==> config.mk <==
export PLATFORM = sky130hd
export DESIGN_NAME = mag_cmp_seq_flat
export DESIGN_NICKNAME = d
export VERILOG_FILES = /design/src/rtl/mag_cmp_seq_if.sv /design/src/rtl/mag_cmp_seq.sv /design/src/flat_wrapper.sv
export SDC_FILE = /design/constraint.sdc
export NUM_CORES = 1
export LEC_CHECK = 0
export CAP_MARGIN = 20
export CORE_MARGIN = 5
export CORE_UTILIZATION = 66
export DETAILED_ROUTE_END_ITERATION = 6
export DONT_BUFFER_PORTS = 1
export PLACE_DENSITY_LB_ADDON = 0.25
export SLEW_MARGIN = 10
export SYNTH_ARGS = -nofsm -noshare
export SYNTH_HDL_FRONTEND = slang
export SYNTH_SLANG_ARGS = --single-unit
export TNS_END_PERCENT = 10
==> constraint.sdc <==
create_clock -name clk -period 4.5 [get_ports clk]
set_input_delay 0.45 -clock clk [delete_from_list [all_inputs] [get_ports clk]]
set_output_delay 0.45 -clock clk [all_outputs]
set_load 0.01 [all_outputs]
==> src/rtl/mag_cmp_seq_if.sv <==
// Handshake and operand/result bundle for the sequential magnitude comparator.
// The master side issues compares; the slave side is the comparator itself.
interface mag_cmp_seq_if #(
  parameter int WIDTH = 8,
  parameter int STEP  = 1
);
  localparam int SW = $clog2(WIDTH / STEP + 1);

  logic             start;
  logic             en;
  logic             is_signed;
  logic [WIDTH-1:0] a;
  logic [WIDTH-1:0] b;
  logic             busy;
  logic             done;
  logic             lt;
  logic             eq;
  logic             gt;
  logic [SW-1:0]    slices;

  modport master (
    output start, en, is_signed, a, b,
    input  busy, done, lt, eq, gt, slices
  );

  modport slave (
    input  start, en, is_signed, a, b,
    output busy, done, lt, eq, gt, slices
  );
endinterface

==> src/rtl/mag_cmp_seq.sv <==
// Sequential MSB-first magnitude comparator: STEP bits per clock, optional
// early exit on the first differing slice, unsigned or two's-complement operands.
module mag_cmp_seq #(
  parameter int WIDTH      = 8,
  parameter int STEP       = 1,
  parameter bit EARLY_EXIT = 1'b1
) (
  input  logic          clk,
  input  logic          rst_n,
  mag_cmp_seq_if.slave  bus
);
  localparam int NSLICE = WIDTH / STEP;
  localparam int CW     = $clog2(NSLICE + 1);

  generate
    if (WIDTH < 2 || (WIDTH % STEP) != 0) begin : g_bad_params
      $error("mag_cmp_seq: WIDTH must be >= 2 and a multiple of STEP");
    end
  endgenerate

  typedef enum logic [1:0] {IDLE, RUN, DONE} state_t;

  state_t           state, state_nxt;
  logic [WIDTH-1:0] a_q, b_q;
  logic             en_q;
  logic [CW-1:0]    cnt;
  logic             diff_found, diff_gt;
  logic             lt_q, eq_q, gt_q;
  logic [CW-1:0]    slices_q;

  logic [STEP-1:0]  a_sl, b_sl;
  logic             slice_ne, rec_diff, rec_gt, last, finish, capture;

  // Operands are shifted left each RUN cycle, so the active slice is always the top one.
  assign a_sl     = a_q[WIDTH-1 -: STEP];
  assign b_sl     = b_q[WIDTH-1 -: STEP];
  assign slice_ne = (a_sl != b_sl);
  assign rec_diff = diff_found | slice_ne;
  assign rec_gt   = diff_found ? diff_gt : (a_sl > b_sl);
  assign last     = (cnt == CW'(NSLICE - 1));

  // NOTE: state registers use non-blocking assignments so every flop samples pre-edge values.
  always_ff @(posedge clk or negedge rst_n) begin
    if (!rst_n) state <= IDLE;
    else        state <= state_nxt;
  end

  // NOTE: every signal written here gets a default first, so no path can infer a latch.
  always_comb begin
    state_nxt = state;
    capture   = 1'b0;
    finish    = 1'b0;
    case (state)
      IDLE: if (bus.start) begin
        capture   = 1'b1;
        state_nxt = RUN;
      end
      RUN: if (last || (EARLY_EXIT && slice_ne)) begin
        finish    = 1'b1;
        state_nxt = DONE;
      end
      DONE:    state_nxt = IDLE;
      default: state_nxt = IDLE;
    endcase
  end

  // NOTE: captured operands and result flags are ordinary flops, all cleared by reset.
  always_ff @(posedge clk or negedge rst_n) begin
    if (!rst_n) begin
      a_q        <= '0;
      b_q        <= '0;
      en_q       <= 1'b0;
      cnt        <= '0;
      diff_found <= 1'b0;
      diff_gt    <= 1'b0;
      lt_q       <= 1'b0;
      eq_q       <= 1'b0;
      gt_q       <= 1'b0;
      slices_q   <= '0;
    end else if (capture) begin
      // Flipping the MSB maps two's-complement onto offset-binary ordering.
      a_q        <= {bus.a[WIDTH-1] ^ bus.is_signed, bus.a[WIDTH-2:0]};
      b_q        <= {bus.b[WIDTH-1] ^ bus.is_signed, bus.b[WIDTH-2:0]};
      en_q       <= bus.en;
      cnt        <= '0;
      diff_found <= 1'b0;
      diff_gt    <= 1'b0;
    end else if (state == RUN) begin
      a_q        <= a_q << STEP;
      b_q        <= b_q << STEP;
      cnt        <= cnt + CW'(1);
      diff_found <= rec_diff;
      diff_gt    <= rec_gt;
      if (finish) begin
        lt_q     <= en_q & rec_diff & ~rec_gt;
        gt_q     <= en_q & rec_diff & rec_gt;
        eq_q     <= en_q & ~rec_diff;
        slices_q <= cnt + CW'(1);
      end
    end
  end

  assign bus.busy   = (state == RUN);
  assign bus.done   = (state == DONE);
  assign bus.lt     = lt_q;
  assign bus.eq     = eq_q;
  assign bus.gt     = gt_q;
  assign bus.slices = slices_q;
endmodule

==> src/flat_wrapper.sv <==
// flat-port wrapper written by rule: the top's interface ports become plain ports
module mag_cmp_seq_flat 
#(
  parameter int WIDTH      = 8,
  parameter int STEP       = 1,
  parameter bit EARLY_EXIT = 1'b1
)
  (clk, rst_n, bus_start, bus_en, bus_is_signed, bus_a, bus_b, bus_busy, bus_done, bus_lt, bus_eq, bus_gt, bus_slices);
  mag_cmp_seq_if #(.WIDTH(WIDTH), .STEP(STEP)) bus_i ();
  input  logic clk;
  input  logic rst_n;
  input wire logic [$bits(bus_i.start)-1:0] bus_start;
  input wire logic [$bits(bus_i.en)-1:0] bus_en;
  input wire logic [$bits(bus_i.is_signed)-1:0] bus_is_signed;
  input wire logic [$bits(bus_i.a)-1:0] bus_a;
  input wire logic [$bits(bus_i.b)-1:0] bus_b;
  output wire logic [$bits(bus_i.busy)-1:0] bus_busy;
  output wire logic [$bits(bus_i.done)-1:0] bus_done;
  output wire logic [$bits(bus_i.lt)-1:0] bus_lt;
  output wire logic [$bits(bus_i.eq)-1:0] bus_eq;
  output wire logic [$bits(bus_i.gt)-1:0] bus_gt;
  output wire logic [$bits(bus_i.slices)-1:0] bus_slices;
  assign bus_i.start = bus_start;
  assign bus_i.en = bus_en;
  assign bus_i.is_signed = bus_is_signed;
  assign bus_i.a = bus_a;
  assign bus_i.b = bus_b;
  assign bus_busy = bus_i.busy;
  assign bus_done = bus_i.done;
  assign bus_lt = bus_i.lt;
  assign bus_eq = bus_i.eq;
  assign bus_gt = bus_i.gt;
  assign bus_slices = bus_i.slices;
  mag_cmp_seq #(.WIDTH(WIDTH), .STEP(STEP), .EARLY_EXIT(EARLY_EXIT)) u_core (.clk(clk), .rst_n(rst_n), .bus(bus_i));
endmodule
### Yosys cells after proc, flatten, opt, wreduce, memory -nomap -nowiden

Cells that the tools add are included.

| cells by class | value |
|---|---|
| bitwise operators | 10 |
| add/sub/neg operators | 1 |
| muxes and demuxes | 18 |
| reduce and logical (&&, ||, !) cells | 5 |
| magnitude comparators | 1 |
| equality and inequality tests | 6 |

Operators by type and width:

| kind | number |
|---|---|
| $mux 8 | 4 |
| $mux 1 | 9 |
| $mux 4 | 2 |
| $add 4x1->4 const B | 1 |
| $and 1x1->1 | 4 |
| $eq 4x3->1 const B | 1 |
| $mux 2 | 2 |
| $pmux 2 s2 | 1 |
| $not 1->1 | 3 |
| $reduce_and 3->1 | 1 |
| $eq 2x1->1 const B | 1 |
| $eq 2x2->1 const B | 1 |
| $logic_not 2->1 | 1 |
| $ne 2x1->1 const B | 1 |
| $ne 2x2->1 const B | 1 |
| $reduce_and 2->1 | 1 |
| $reduce_bool 2->1 | 1 |
| $xor 1x1->1 | 2 |
| $gt 1x1->1 | 1 |
| $logic_or 1x1->1 | 1 |
| $ne 1x1->1 | 1 |
| $or 1x1->1 | 1 |

| word-level totals | value |
|---|---|
| output and inout bits | 9 |
| word-level logic and storage cells | 52 |
| register bits after elaboration | 32 |

### Depth between registers and ports, before layout

Gate-level depths: netlist of run 1.

| logic depth | value |
|---|---|
| depth in word-level cells | 5 |
| gate-level depth with buffers | 5 |
| mapped depth without buffers | 5 |

### Least setup slack after synthesis of run 1

OpenSTA, ideal clock, no wires.

| path | value |
|---|---|
| path kind | register to register |
| from | reg u_core.cnt[0] |
| to | reg u_core.eq_q (netlist: u_core.bus.eq) |
| cell stages (with the launch flop) | 5 |
| data required time | 4.375 ns |
| path buffers | 0 |
| path slack | 3.038 ns |
| arrival time | 1.337 ns |
| path through | dfrtp_1 ha_1 nand3b_4 a21oi_4 mux2_2 |

| on the way | value |
|---|---|
| longest elaborated chain between the ends | 5 |

Ends and longest elaborated chain:

| what | RTL line | RTL |
|---|---|---|
| start: declaration | mag_cmp_seq.sv:26 | `logic [CW-1:0] cnt;` |
| start signal: assignment | mag_cmp_seq.sv:91 | `cnt <= cnt + CW'(1);` |
| $eq 4x3->1 | mag_cmp_seq.sv:40 | `assign last = (cnt == CW'(NSLICE - 1));` |
| $logic_or 1x1->1 | mag_cmp_seq.sv:58 | `RUN: if (last \|\| (EARLY_EXIT && slice_ne)) begin` |
| $mux 1 | mag_cmp_seq.sv:58 |  |
| $mux 1 | mag_cmp_seq.sv:53 | `case (state)` |
| $reduce_and 3->1 (no source line) | -- |  |
| end signal: assignment | mag_cmp_seq.sv:97 | `eq_q <= en_q & ~rec_diff;` |
| end: declaration | mag_cmp_seq.sv:28 | `logic lt_q, eq_q, gt_q;` |

No other way between the ends.
A chain may end at the register's enable or synchronous reset.

### Worst setup path after layout of run 1

| path | value |
|---|---|
| from | reg u_core.state[0] |
| to | out bus_busy |

| on the way | value |
|---|---|
| longest elaborated chain between the ends | 1 |

Ends and longest elaborated chain:

| what | RTL line | RTL |
|---|---|---|
| start: declaration | mag_cmp_seq.sv:23 | `state_t state, state_nxt;` |
| start signal: assignment | mag_cmp_seq.sv:45 | `else state <= state_nxt;` |
| $eq 2x1->1 | mag_cmp_seq.sv:103 | `assign bus.busy = (state == RUN);` |
| end: declaration | flat_wrapper.sv:17 | `output wire logic [$bits(bus_i.busy)-1:0] bus_busy;` |

No other way between the ends.

==> run summary, run 1 <==
status: completed
post-synthesis instance area: 1560 um^2
cts hold-fix bufs: 2
GRT Max-Usage Layer: met2
GR Overflow Total: 0
TritonRoute pass-1 iters: 4
post-synthesis compound-gate area fraction: 21.3%
power density cells: 659 nW/um^2
worst r2r src: u_core.state[1]
leakage: 0.000753 uW
Synth area leader: dfrtp_1
Synth Area in Adders: 1.61%
CTS tree: done
number of global-route vias before repair: 1142
worst path required time: 4.05 ns
Die H: 58.6 um
RSZ-0062 raised after global routing: false
Slew @ Worst Pin: 0.999 ns
final period demand of the worst path: 2.23 ns
Worst Skew: 0.0110 ns
largest net degree at the start of global routing: 33
post-synth top area share: 51.4%
crit path launch: u_core.state[0]
startpoint types: flop
IO Count: 30
hold path start: bus_en
setup TNS: 0 ns
Area growth syn-to-layout: 5.78%
met2 GRT Util: 32.9%
antenna violations before repair: 0
Setup crit end kind: output pin
post-synthesis simple-gate area fraction: 12.7%
layout cells sized above 1: 10.5%
EDFF count, synth: 0
met3 GRT Util: 8.99%
Max Slew Vio Count: 0
arrival time worst endpoint: 1.78 ns
final RePlAce weighted congestion: 0.718
met1 usage: 26.9%
Layout Utilization: 73.8%
prevailing post-synth register cell: dfrtp_1
DRC violations left: 0
Sink Count: 32
Distinct cells, synth: 28
Hold Vio Cnt, Final: 0
gr usage total: 21.4%
worst skew pair latency: 0.34 ns
Peak supply drop: 0.375 mV
max_slew headroom: 33.2%
Syn Area/Cell: 10.5 um^2
# setup viols final: 0
Final HPWL DP: 2210 um
cells after synthesis: 149
most instantiated cells after synthesis: dfrtp_1 (32), o21ai_0 (21), a22oi_1 (14), nor2b_1 (14), a21oi_1 (12)
XOR/XNOR share of the synthesized area: 2.25%
Initial Util: 69.7%
DR WL/cell: 17.6 um
count leader, synth: dfrtp_1
Max clock buf depth: 2
largest family of logic cells by synthesized area: compound AO/OA/AOI/OAI gates
syn_nets: 172
Rows: 17
crit path kind: reg -> out
Final period util: 49.6%
WL final: 3170 um
MaxCap Viol Count: 0
die width: 58.6 um
Synth Register Bits: 32
ant diodes: 0
Die Area: 3430 um^2
H-tree depth: 2
Worst-path clk slew: 0.09 ns
Core Region: 2230 um^2
Hold Path Class: in -> reg
Seq/Total Area, Yosys: 51.4%
Crit Path Max Fanout: 22
post-synthesis async set-or-reset flop share: 100%
post-DR vias/cell: 6.22
FMAX: 448 MHz
Yosys warning total: 0
Setup Fix Bufs, Post-CTS: 0
top post-synthesis cells by area: dfrtp_1 (51%), a22oi_1 (6.7%), o21ai_0 (6.7%), nor2b_1 (5.6%), mux2_2 (4.3%)
post-CTS resize count: 0
Post-DRT Antenna Nets: 0
global-route wire length before repair: 5480 um
final-stage net count: 174
DR vias: 1119
post-synthesis mux area share: 6.91%
Root Buffer: clkbuf_4
number of DRC markers in iteration 0: 45
PortBufs: 0
CTS buffer count: 5
-- registers in the layout, indices dropped and copies added, names as in the netlist --
| name | cells |
|---|---|
| u_core.state | 2 |
| u_core.diff_found | 1 |
| u_core.bus.eq | 1 |
| u_core.a_q | 8 |
| u_core.bus.lt | 1 |
| u_core.diff_gt | 1 |
| u_core.en_q | 1 |
| u_core.bus.gt | 1 |
| u_core.cnt | 4 |
| u_core.bus.slices | 4 |
| u_core.b_q | 8 |
-- layout by cell type (no fill, tap or decap), drive strengths merged, types with 3 or more instances in the layout --
cell type / count
nor2: 3
xor2: 3
a22oi: 14
nand2: 9
inv: 7
o21ai: 21
mux2: 6
a21oi: 13
clkbuf: 8
mux2i: 4
dfrtp: 32
nor2b: 14
-- metal layers --
layer | part of all wire, % | wire length, um
met1 | 40 | 1270
met2 | 50 | 1590
met3 | 8.4 | 267
met4 | 1.4 | 45
met5 | 0 | 0
-- through the flow --
stage / area, um^2 / worst slack, ns / hold slack [ns] / cells / total power [uW]
2_1_floorplan: 1560 / 3.04 / 0.154 / 149 / 824
3_3_place_gp: 1560 / 2.51 / 0.155 / 170 / 879
3_5_place_dp: 1560 / 2.45 / 0.155 / 170 / 913
4_1_cts: 1650 / 2.26 / 0.257 / 180 / 1090
5_1_grt: 1650 / 2.08 / 0.252 / 180 / 1180
6_report: 1650 / 2.27 / 0.268 / 180 / 1090
-- cell type report --
| type | count | area (um^2) |
|---|---|---|
| inverter | 7 | 26.3 |
| tap | 28 | 35.0 |
| clock buffer | 8 | 58.8 |
| sequential | 32 | 801 |
| fill | 175 | 586 |
| multi-input combinational | 103 | 697 |
| timing repair buffer | 2 | 30.0 |
-- final timing paths --
check | cells after the start | slack (ns) | endpoint
min in group asynchronous | 2 | 0.56 | u_core.bus.eq
setup / recovery | 2 | 2.27 | bus_busy
hold / removal | 1 | 0.27 | u_core.en_q
max in group asynchronous | 2 | 3.77 | u_core.b_q[5]
setup reg to reg | 3 | 2.40 | u_core.en_q
hold reg to reg | 2 | 0.49 | u_core.diff_gt
-- power breakdown --
part / switching (uW) / total (uW) / internal (uW)
clock network: 94.9 / 172 / 77.0
logic: 192 / 365 / 173
registers: 139 / 549 / 410
total: 427 / 1090 / 660
-- worst max-delay path: stages (launching register included) --
cell and delay [ns]:
dfrtp_1 0.76, nand2b_1 0.25, inv_1 0.44
-- cells by family (layout without fill, tap and decap cells) --
| family | after synthesis | count (layout) |
|---|---|---|
| flip-flops | 32 | 32 |
| AO/OA/AOI/OAI | 53 | 53 |
| multiplexers | 10 | 10 |
| adder cells (fa/ha/maj) | 2 | 2 |
| AND/OR/NAND/NOR | 34 | 34 |
| buffers and inverters | 14 | 17 |
| XOR/XNOR | 4 | 4 |
Note: power is estimated with default switching activity, not from simulation.
==> inputs of run 2 (changes only) <==
--- a/config.mk
+++ b/config.mk
@@ -5,9 +5,10 @@
 export SDC_FILE = /design/constraint.sdc
 export NUM_CORES = 1
 export LEC_CHECK = 0
+export ABC_AREA = 1
 export CAP_MARGIN = 20
 export CORE_MARGIN = 5
-export CORE_UTILIZATION = 66
+export CORE_UTILIZATION = 61
 export DETAILED_ROUTE_END_ITERATION = 6
 export DONT_BUFFER_PORTS = 1
 export PLACE_DENSITY_LB_ADDON = 0.25
==> constraint.sdc (replaced) <==
create_clock -name clk -period 2.3 [get_ports clk]
set_input_delay 0.23 -clock clk [delete_from_list [all_inputs] [get_ports clk]]
set_output_delay 0.23 -clock clk [all_outputs]
set_load 0.01 [all_outputs]
==> run summary, run 2 <==
Yosys warning total: 0 (unchanged)
number of DRC markers in iteration 0: 50 (was 45)
number of global-route vias before repair: 1204 (was 1142)
IO Count: 30 (unchanged)
Seq/Total Area, Yosys: 54.4% (was 51.4%)
Final period util: 79.1%
EDFF count, synth: 0 (unchanged)
Syn Area/Cell: 8.66 um^2 (was 10.5 um^2)
syn_nets: 193 (was 172)
H-tree depth: 2 (unchanged)
Setup crit end kind: output pin (unchanged)
combinational group share of total power: 36.6% (was 33.6%)
Die Area: 3490 um^2 (was 3430 um^2)
final-stage net count: 196 (was 174)
Largest regs: u_core.a_q x8, u_core.b_q x8 (unchanged)
post-synthesis async set-or-reset flop share: 100% (unchanged)
WL final: 2980 um (was 3170 um)
largest net degree at the start of global routing: 33 (unchanged)
TritonRoute pass-1 iters: 4 (unchanged)
antenna violations before repair: 0 (unchanged)
Worst Skew: 0.00654 ns (was 0.0110 ns)
Finished Cell Area: 1550 um^2 (was 1650 um^2)
Worst-path clk slew: 0.10 ns (was 0.09 ns)
Area growth syn-to-layout: 5.36% (was 5.78%)
crit path kind: reg -> out (unchanged)
Slew @ Worst Pin: 0.457 ns (was 0.999 ns)
worst skew pair latency: 0.34 ns (about the same)
power density cells: 1340 nW/um^2 (was 659 nW/um^2)
max_slew headroom: 69.5% (was 33.2%)
final RePlAce weighted congestion: 0.743 (was 0.718)
worst path required time: 2.07 ns (was 4.05 ns)
Max Slew Vio Count: 0 (unchanged)
Clk network pwr share: 16.4% (was 15.8%)
FMAX: 549 MHz
GR Overflow Total: 0 (unchanged)
# setup viols final: 0 (unchanged)
status: completed (unchanged)
Post-DRT Antenna Nets: 0 (unchanged)
Synth Register Bits: 32 (unchanged)
Sink Count: 32 (unchanged)
switching part of the total: 42.4% (was 39.3%)
startpoint types: flop (unchanged)
Synth area leader: dfrtp_1 (unchanged)
ant diodes: 0 (unchanged)
Rows: 17 (unchanged)
leakage: 0.000782 uW (was 0.000753 uW)
CTS tree: done (unchanged)
MaxCap Viol Count: 0 (unchanged)
final period demand of the worst path: 1.82 ns
setup TNS: 0 ns (unchanged)
Seq pwr share: 46.9% (was 50.6%)
commonest non-fill, non-tap cells in the layout: nand2_1 (62), nand3_1 (32), dfrtp_1 (32) (was dfrtp_1 (32), o21ai_0 (21), nor2b_1 (14), a22oi_1 (14), a21oi_1 (12))
CTS buffer count: 5 (unchanged)
most instantiated cells after synthesis: nand2_1 (62), dfrtp_1 (32), nand3_1 (32) (was dfrtp_1 (32), o21ai_0 (21), a22oi_1 (14), nor2b_1 (14), a21oi_1 (12))
post-DR vias/cell: 5.76 (was 6.22)
prevailing post-synth register cell: dfrtp_1 (unchanged)
DR WL/cell: 14.7 um (was 17.6 um)
Final HPWL DP: 2010 um (was 2210 um)
gr usage total: 20.2% (was 21.4%)
post-synth top area share: 54.4% (was 51.4%)
commonest non-fill, non-tap cell in the layout: nand2_1 (was dfrtp_1)
Root Buffer: clkbuf_4 (unchanged)
P_int: 1190 uW (was 660 uW)
die width: 59.1 um (was 58.6 um)
Hold Vio Cnt, Final: 0 (unchanged)
PortBufs: 0 (unchanged)
layout cells sized above 1: 8.62% (was 10.5%)
DRC violations left: 0 (unchanged)
Distinct cells, synth: 22 (was 28)
Hold Path Class: in -> reg (unchanged)
Layout Utilization: 68.8% (was 73.8%)
Die H: 59.1 um (was 58.6 um)
Setup Fix Bufs, Post-CTS: 0 (unchanged)
post-synthesis instance area: 1470 um^2 (was 1560 um^2)
global-route wire length before repair: 5240 um (was 5480 um)
cells after synthesis: 170 (was 149)
area post-placement: 1460 um^2 (was 1560 um^2)
Max clock buf depth: 2 (unchanged)
top post-synthesis cells by area: dfrtp_1 (54%), nand2_1 (16%), nand3_1 (11%), inv_1 (2.3%), o211ai_1 (2.0%) (was dfrtp_1 (51%), a22oi_1 (6.7%), o21ai_0 (6.7%), nor2b_1 (5.6%), mux2_2 (4.3%))
Crit Path Max Fanout: 23 (was 22)
RSZ-0062 raised after global routing: false (unchanged)
Peak supply drop: 1.07 mV (was 0.375 mV)
Core Region: 2250 um^2 (was 2230 um^2)
arrival time worst endpoint: 1.59 ns (was 1.78 ns)
DR vias: 1164 (was 1119)
count leader, synth: nand2_1 (was dfrtp_1)
NetSw: 879 uW (was 427 uW)
Initial Util: 65.3% (was 69.7%)
## run 2: cell count changes in the layout (fill, tap and decap cells not counted), moves of 2 or more
cell      previous run  this run
nand2_1              9        62
nand3_1              1        32
o21ai_0             21         5
a22oi_1             14         0
nor2b_1             14         0
a21oi_1             12         1
mux2_2               6         0
mux2i_1              4         0
o211ai_1             0         4
nand2_2              0         3
and3_1               2         0
inv_1                7         9
nand2b_1             2         0
## run 2: repair_timing
action                                  in CTS  in global routing
hold buffers                                 2                  0
hold endpoints to repair                    32                  0
gates resized for setup                      0                  0
endpoints found under the setup margin       0                  0
## run 2: cells by family (layout without fill, tap and decap cells)
| family | after synthesis | count (layout) | share of synthesized area, % |
|---|---|---|---|
| XOR/XNOR | 3 | 3 | 1.79 |
| adder cells (fa/ha/maj) | 2 | 2 | 1.70 |
| buffers and inverters | 17 | 21 | 5.95 |
| flip-flops | 32 | 32 | 54.4 |
| AND/OR/NAND/NOR | 103 | 103 | 30.7 |
| AO/OA/AOI/OAI | 13 | 13 | 5.44 |
## run 2: stage by stage
| step | cells | setup WS [ns] | total power, uW | hold WS [ns] |
|---|---|---|---|---|
| 2_1_floorplan | 170 | 1.16 | 1600 | -0.0656 |
| 3_3_place_gp | 192 | 0.689 | 1680 | -0.0649 |
| 3_5_place_dp | 192 | 0.608 | 1720 | -0.0648 |
| 4_1_cts | 202 | 0.493 | 2080 | 0.0000683 |
| 5_1_grt | 202 | 0.390 | 2250 | 0.000316 |
| 6_report | 202 | 0.480 | 2070 | 0.00709 |
## run 2: metal layers
| metal | vias to the layer above | track usage [%] | part of all wire, % | wire [um] |
|---|---|---|---|---|
| met4 | 0 | 11.3 | 2.9 | 87 |
| met2 | 40 | 32.2 | 49 | 1470 |
| li1 | 559 | - | - | - |
| met1 | 554 | 24.2 | 42 | 1240 |
| met3 | 11 | 6.10 | 5.9 | 176 |
| met5 | - | 0 | 0 | 0 |
## run 2: power by group through the flow
stage	Combinational (uW)	Clock (uW)	Sequential [uW]
final	759	341	972
after global routing	872	376	1000
after CTS	760	344	974
after detailed placement	739	0	982
after global placement	711	0	973
after floorplan	662	0	942
## run 2: final cells by class
| class | count | area, um^2 |
|---|---|---|
| Multi-Input combinational cell | 121 | 583 |
| Sequential cell | 32 | 801 |
| Tap cell | 28 | 35.0 |
| Inverter | 11 | 42.5 |
| Timing Repair Buffer | 2 | 30.0 |
| Fill cell | 183 | 704 |
| Clock buffer | 8 | 58.8 |
## run 2: worst max-delay path, cell delays in order (launching register included)
cell and delay [ns]:
dfrtp_1 0.45, nand2_2 0.38, clkinv_2 0.41
## run 2: final timing paths
check	startpoint	end	slack, ns	depth (start not counted)
worst max-delay path	u_core.state[0]	bus_busy	0.48	2
worst min-delay path	bus_b[4]	u_core.b_q[4]	0.007	2
worst max register to register	u_core.state[0]	u_core.bus.gt	0.56	5
worst min register to register	u_core.a_q[3]	u_core.a_q[4]	0.50	2
max in group asynchronous	rst_n	u_core.diff_gt	1.78	2
min in group asynchronous	rst_n	u_core.cnt[3]	0.36	2
